==> src/rtl/cart_sram_arbiter.sv <==
// cart_sram_arbiter: shares one PRG-RAM port between the NES CPU (absolute priority) and a host port.
// Optional per-page dirty map of CPU writes is built when CART_SRAM_DIRTY_EN is defined.
module cart_sram_arbiter #(
  parameter int ADDR_WIDTH  = 13,
  parameter int STALL_LIMIT = 64
) (
  input  logic                  clk_cpu,
  input  logic                  rst_n,
  input  logic                  cpu_req,
  input  logic                  cpu_we,
  input  logic [ADDR_WIDTH-1:0] cpu_addr,
  input  logic [7:0]            cpu_wdata,
  output logic [7:0]            cpu_rdata,
  input  logic                  host_valid,
  output logic                  host_ready,
  input  logic                  host_we,
  input  logic [ADDR_WIDTH-1:0] host_addr,
  input  logic [7:0]            host_wdata,
  output logic                  host_rvalid,
  output logic [7:0]            host_rdata,
  output logic                  host_stall,
  output logic                  mem_en,
  output logic                  mem_we,
  output logic [ADDR_WIDTH-1:0] mem_addr,
  output logic [7:0]            mem_wdata,
  input  logic [7:0]            mem_rdata,
  input  logic                  dirty_clr,
  output logic                  dirty_any,
  output logic [ADDR_WIDTH-9:0] dirty_page
);
  localparam int PW = ADDR_WIDTH - 8;
  localparam int NP = 1 << PW;
  localparam logic [7:0] LIM = 8'(STALL_LIMIT);
  logic                  pend, p_we, cpu_rd_d, host_rd_d, issue, accept;
  logic [ADDR_WIDTH-1:0] p_addr;
  logic [7:0]            p_wdata, cpu_rdata_q, wait_cnt;
  assign host_ready  = !pend;
  assign accept      = host_valid && !pend;
  assign issue       = pend && !cpu_req;
  assign cpu_rdata   = cpu_rd_d ? mem_rdata : cpu_rdata_q;
  assign host_rvalid = host_rd_d;
  assign host_rdata  = host_rd_d ? mem_rdata : 8'h00;
  assign host_stall  = wait_cnt >= LIM;
  always_comb begin
    mem_en    = cpu_req || pend;
    mem_we    = cpu_req ? cpu_we : (pend && p_we);
    mem_addr  = cpu_req ? cpu_addr : p_addr;
    mem_wdata = cpu_req ? cpu_wdata : p_wdata;
  end
  always_ff @(posedge clk_cpu or negedge rst_n) begin
    if (!rst_n) begin
      pend        <= 1'b0;
      p_we        <= 1'b0;
      p_addr      <= '0;
      p_wdata     <= 8'h00;
      cpu_rd_d    <= 1'b0;
      host_rd_d   <= 1'b0;
      cpu_rdata_q <= 8'h00;
      wait_cnt    <= 8'h00;
    end else begin
      cpu_rd_d  <= cpu_req && !cpu_we;
      host_rd_d <= issue && !p_we;
      if (cpu_rd_d) cpu_rdata_q <= mem_rdata;
      pend <= issue ? 1'b0 : (accept ? 1'b1 : pend);
      if (accept) begin
        p_we    <= host_we;
        p_addr  <= host_addr;
        p_wdata <= host_wdata;
      end
      wait_cnt <= issue ? 8'h00 : ((pend && wait_cnt != 8'hff) ? wait_cnt + 8'd1 : wait_cnt);
    end
  end
`ifdef CART_SRAM_DIRTY_EN
  logic [NP-1:0] map, map_n;
  logic [PW-1:0] low;
  // A CPU write coinciding with dirty_clr survives the clear
  always_comb begin
    map_n = (dirty_clr ? '0 : map) |
            ((cpu_req && cpu_we) ? ({{(NP-1){1'b0}}, 1'b1} << cpu_addr[ADDR_WIDTH-1:8]) : '0);
    low = '0;
    for (int i = NP - 1; i >= 0; i--) if (map_n[i]) low = i[PW-1:0];
  end
  always_ff @(posedge clk_cpu or negedge rst_n) begin
    if (!rst_n) begin
      map        <= '0;
      dirty_any  <= 1'b0;
      dirty_page <= '0;
    end else begin
      map        <= map_n;
      dirty_any  <= |map_n;
      dirty_page <= low;
    end
  end
`else
  logic unused_dirty_clr;
  assign unused_dirty_clr = dirty_clr;
  assign dirty_any  = 1'b0;
  assign dirty_page = '0;
`endif
endmodule

==> config.mk <==
export PLATFORM = sky130hd
export DESIGN_NAME = cart_sram_arbiter
export DESIGN_NICKNAME = d
export VERILOG_FILES = /design/src/rtl/cart_sram_arbiter.sv
export SDC_FILE = /design/constraint.sdc
export NUM_CORES = 1
export LEC_CHECK = 0
export BUFFER_PORTS_ARGS = -buffer_cell sky130_fd_sc_hd__buf_2
export CAP_MARGIN = 10
export CORE_ASPECT_RATIO = 2
export CORE_MARGIN = 5
export CORE_UTILIZATION = 45
export CTS_CLUSTER_DIAMETER = 50
export DETAILED_ROUTE_END_ITERATION = 10
export PLACE_DENSITY_LB_ADDON = 0.1
export SETUP_SLACK_MARGIN = 0.5
export SYNTH_ARGS = -nofsm -noshare
export SYNTH_HDL_FRONTEND = slang
export SYNTH_SLANG_ARGS = --single-unit
==> constraint.sdc <==
create_clock -name clk_cpu -period 1.75 [get_ports clk_cpu]
set_clock_uncertainty 0.05 [all_clocks]
set_input_delay 0.525 -clock clk_cpu [delete_from_list [all_inputs] [get_ports clk_cpu]]
set_output_delay 0.525 -clock clk_cpu [all_outputs]
set_load 0.01 [all_outputs]
# After elaboration in Yosys (flattened, before gate mapping)
# Cells that the tools add are included.
# op_classes
n_addsub	1
eq_ne	1
n_reduce_logical	13
magnitude_cmp	1
n_mux	9
# op_table
operator	count
2-to-1 mux 8 bit	5
2-to-1 mux 13 bit	1
adder 8 x 1 -> 8 bit, second input constant	1
greater-or-equal comparator 8 x 7 -> 1 bit, second input constant	1
inequality test 8 bit, second input constant	1
logical AND 1 bit	6
logical NOT 1 bit	4
nonzero test 2 bit	2
2-to-1 mux 1 bit	3
logical OR 1 bit	1
# totals
reg_bits	41
in_bits	57
word_cells	33

# Logic depth before layout (Yosys ltp)
# logic_depth
depth_word	4
ltp_mapped	6

# Worst setup path before layout
# OpenSTA, ideal clock, no wires.
# synth_path
path_kind	input port to output port
start	input port cpu_req
end	output port mem_addr[0]
t_required_ns	1.175
cell_stages	3
setup_slack_ns	-0.012
arrival_ns	1.187
path_cell_list	buf_6 -> buf_2 -> mux2_2
# synth_via
elab_chain_len	1
# synth_rtl
element	line_no	text
start, declared	9	input logic cpu_req,
2-to-1 mux 13 bit	47	mem_addr = cpu_req ? cpu_addr : p_addr;
end, declared	24	output logic [ADDR_WIDTH-1:0] mem_addr,
# No other way between the ends.

# Final worst setup path
# layout_path
start	register cpu_rd_d
end	output port cpu_rdata[0]
# layout_via
elab_chain_len	1
# layout_rtl
element	line_no	text
start, declared	34	logic pend, p_we, cpu_rd_d, host_rd_d, issue, accept;
start signal, assigned	61	cpu_rd_d <= cpu_req && !cpu_we;
2-to-1 mux 8 bit	-	
end, declared	13	output logic [7:0] cpu_rdata,
# No other way between the ends.

==> flow_metrics.tcl <==
set metrics [dict create \
    outcome "complete, but fails checks" \
    violations "negative setup slack" \
    r2r_setup_slack_ns 0.14 \
    clock_latency_ns 0.29 \
    cp_data_required_time_ns 1.17 \
    cp-end-kind "output port" \
    placementRows 35 \
    grt_max_degree 42 \
    h-tree-depth 2 \
    p_per_area_nw_per_um2 917 \
    numCtsBuffers 5 \
    tightest_slew_ns 0.515 \
    max_freq_mhz 532 \
    syn_avg_cell_area_sq_um 12.6 \
    synth_cell_types 32 \
    rsz0062_at_grt "true" \
    syn_area_sq_um 2060 \
    die_w_um 57.8 \
    hpwl_um 3590 \
    die_y_um 106 \
    drt-total-wl_um 6230 \
    drc 0 \
    crit_fanout 8 \
    p_leak_uw 0.00190 \
    fin_crit_sh_pct 107 \
    grt_pass1_vias 1873 \
    diodes 0 \
    timing.final.crit_period_ns 1.88 \
    syn_inst 163 \
    ios 105 \
    hold_violations 0 \
    areaGrowthSynthToFinish_pct 82.0 \
    setup_viol 28 \
    ir_worst_vdd_uv 862 \
    drt-initial-drc-count 45 \
    slew_viol_final 0 \
    yosysTopAreaCell "dfrtp_1" \
    power_uw 3430 \
    grt_pass1_wl_um 9080 \
    start_kind "flip-flop" \
    synth_top_area_share_pct 49.8 \
    slew_headroom_pct 65.7 \
    yosysSeqAreaShare_pct 49.8 \
    synth-seq-cells 41 \
    nNetsFinal 356 \
    hold_buffers 0 \
    grt_usage_pct 19.1 \
    ant_nets 0 \
    utilization_pct 83.1 \
    viasPerCell 4.99 \
    grt.overflow.total 0 \
    fillers 243 \
    cts_tree "yes" \
    gp_congestion 0.819 \
    start_util_pct 45.6 \
    antenna_found_initial 0 \
    drv_cap 0 \
    dpl_worst_slack_ns -0.128 \
    hold_class "input pin to asynchronous set/reset pin" \
    wl_per_cell_um 17.6 \
    cts_root_buf "clkbuf_8" \
    drt_pass1_iterations 4 \
    timing.hold.ws_ns 0.241 \
    clockBufferDepth 2 \
    crit_type "flip-flop to output port" \
    worstPathArrival_ns 1.30 \
    path_clk_slew_ns 0.07 \
    fin_ws_ns -0.128 \
    clock-sinks 41 \
    place.port_buffers 97 \
    ys_top_cells_by_area "dfrtp_1, mux2_2, and2_1, buf_4, buf_6" \
    vias 1761 \
    core-area_sq_um 4510 \
    drive_gt1_share_pct 78.2 \
    yosysWarnings 0 \
    die_area_sq_um 6110 \
]
[cell type report]
cell class	count	area [sq um]	area share, %
clock inverters	2	35.0	0.935
clock buffers	5	68.8	1.84
flip-flops and latches	41	1030	27.5
inverters	2	12.5	0.334
repair buffers	138	1250	33.4
well taps	55	68.8	1.84
multi-input cells	110	1280	34.2
[critical path, stage by stage (launching register included)]
cell     delay, ns
dfrtp_2       0.53
mux2_4        0.35
buf_6         0.13
[cells in the mapped netlist (all sizes together)]
cell and instances:
dfrtp 41, nor3 1, or2 2, o41ai 1, nand2 11, o221ai 1
nor2b 1, conb 1, a31oi 1, o31ai 3, o21a 1, o21ai 7
inv 2, mux2i 1, nand4 1, nor2 2, clkbuf 3, o211ai 1
nand3b 3, a21o 1, mux2 51, nand3 3, buf 12, ha 1
and2 10, and3 1
[sequential cells by signal, summed over array words and instances, names as in the netlist]
register	cells
cpu_rd_d	1
cpu_rdata_q	8
host_rvalid	1
p_addr	13
p_wdata	8
p_we	1
pend	1
wait_cnt	8
[cell families after synthesis]
group	Yosys count	synth area share, %
AOI/OAI and AO/OA	16	5.96
other	1	0.182
adders and majority gates	1	0.608
buffers and inverters	17	5.77
DFF	41	49.8
and+or+nand+nor	35	9.24
muxes	52	28.4
[layer usage]
metal	wire, um	up-vias	GRT usage (%)
met3	440	9	4.41
met1	2260	852	22.9
met5	0	-	0
met4	119	0	7.46
met2	3410	71	32.1
li1	-	829	-
[metrics by stage]
stage	setup TNS, ns	cell area [sq um]	instances
6_report	-1.50	3750	353
5_1_grt	-2.11	3750	353
4_1_cts	-1.43	3570	345
3_5_place_dp	-2.22	2860	317
3_3_place_gp	-2.20	2860	317
2_1_floorplan	0	2330	168
[path summary, 6_finish.rpt]
kind | start | end | depth (start not counted)
worst min register to register | p_we | host_rvalid | 1
worst max register to register | pend | p_addr[7] | 6
max in group asynchronous | rst_n | host_rvalid | 2
worst min-delay path | rst_n | cpu_rdata_q[6] | 2
min in group clk_cpu | cpu_we | cpu_rd_d | 2
worst max-delay path | cpu_rd_d | cpu_rdata[0] | 2
[where the power goes]
group,switching (uW),leakage (uW),internal (uW)
registers,161,0.000492,1140
logic,496,0.00135,909
clock network,315,0.0000540,415
total,972,0.00190,2460
[layout by cell type, fill, tap and decap left out, drive strengths merged, types with 2 or more instances in the layout]
cell type	Yosys	layout
buf	12	138
mux2	51	51
dfrtp	41	41
nand2	11	11
and2	10	10
o21ai	7	7
conb	1	6
clkbuf	3	5
nand3b	3	3
nand3	3	3
o31ai	3	3
inv	2	2
nor2	2	2
or2	2	2
[what timing repair did]
| action | 4_1_cts | 5_1_grt |
|---|---|---|
| gates resized for setup | 89 | 23 |
| cloned | 3 | 0 |
| setup buffers | 18 | 8 |
| setup endpoints to repair | 72 | 72 |
| pin swaps | 7 | 8 |
(Power assumes the default switching activity.)
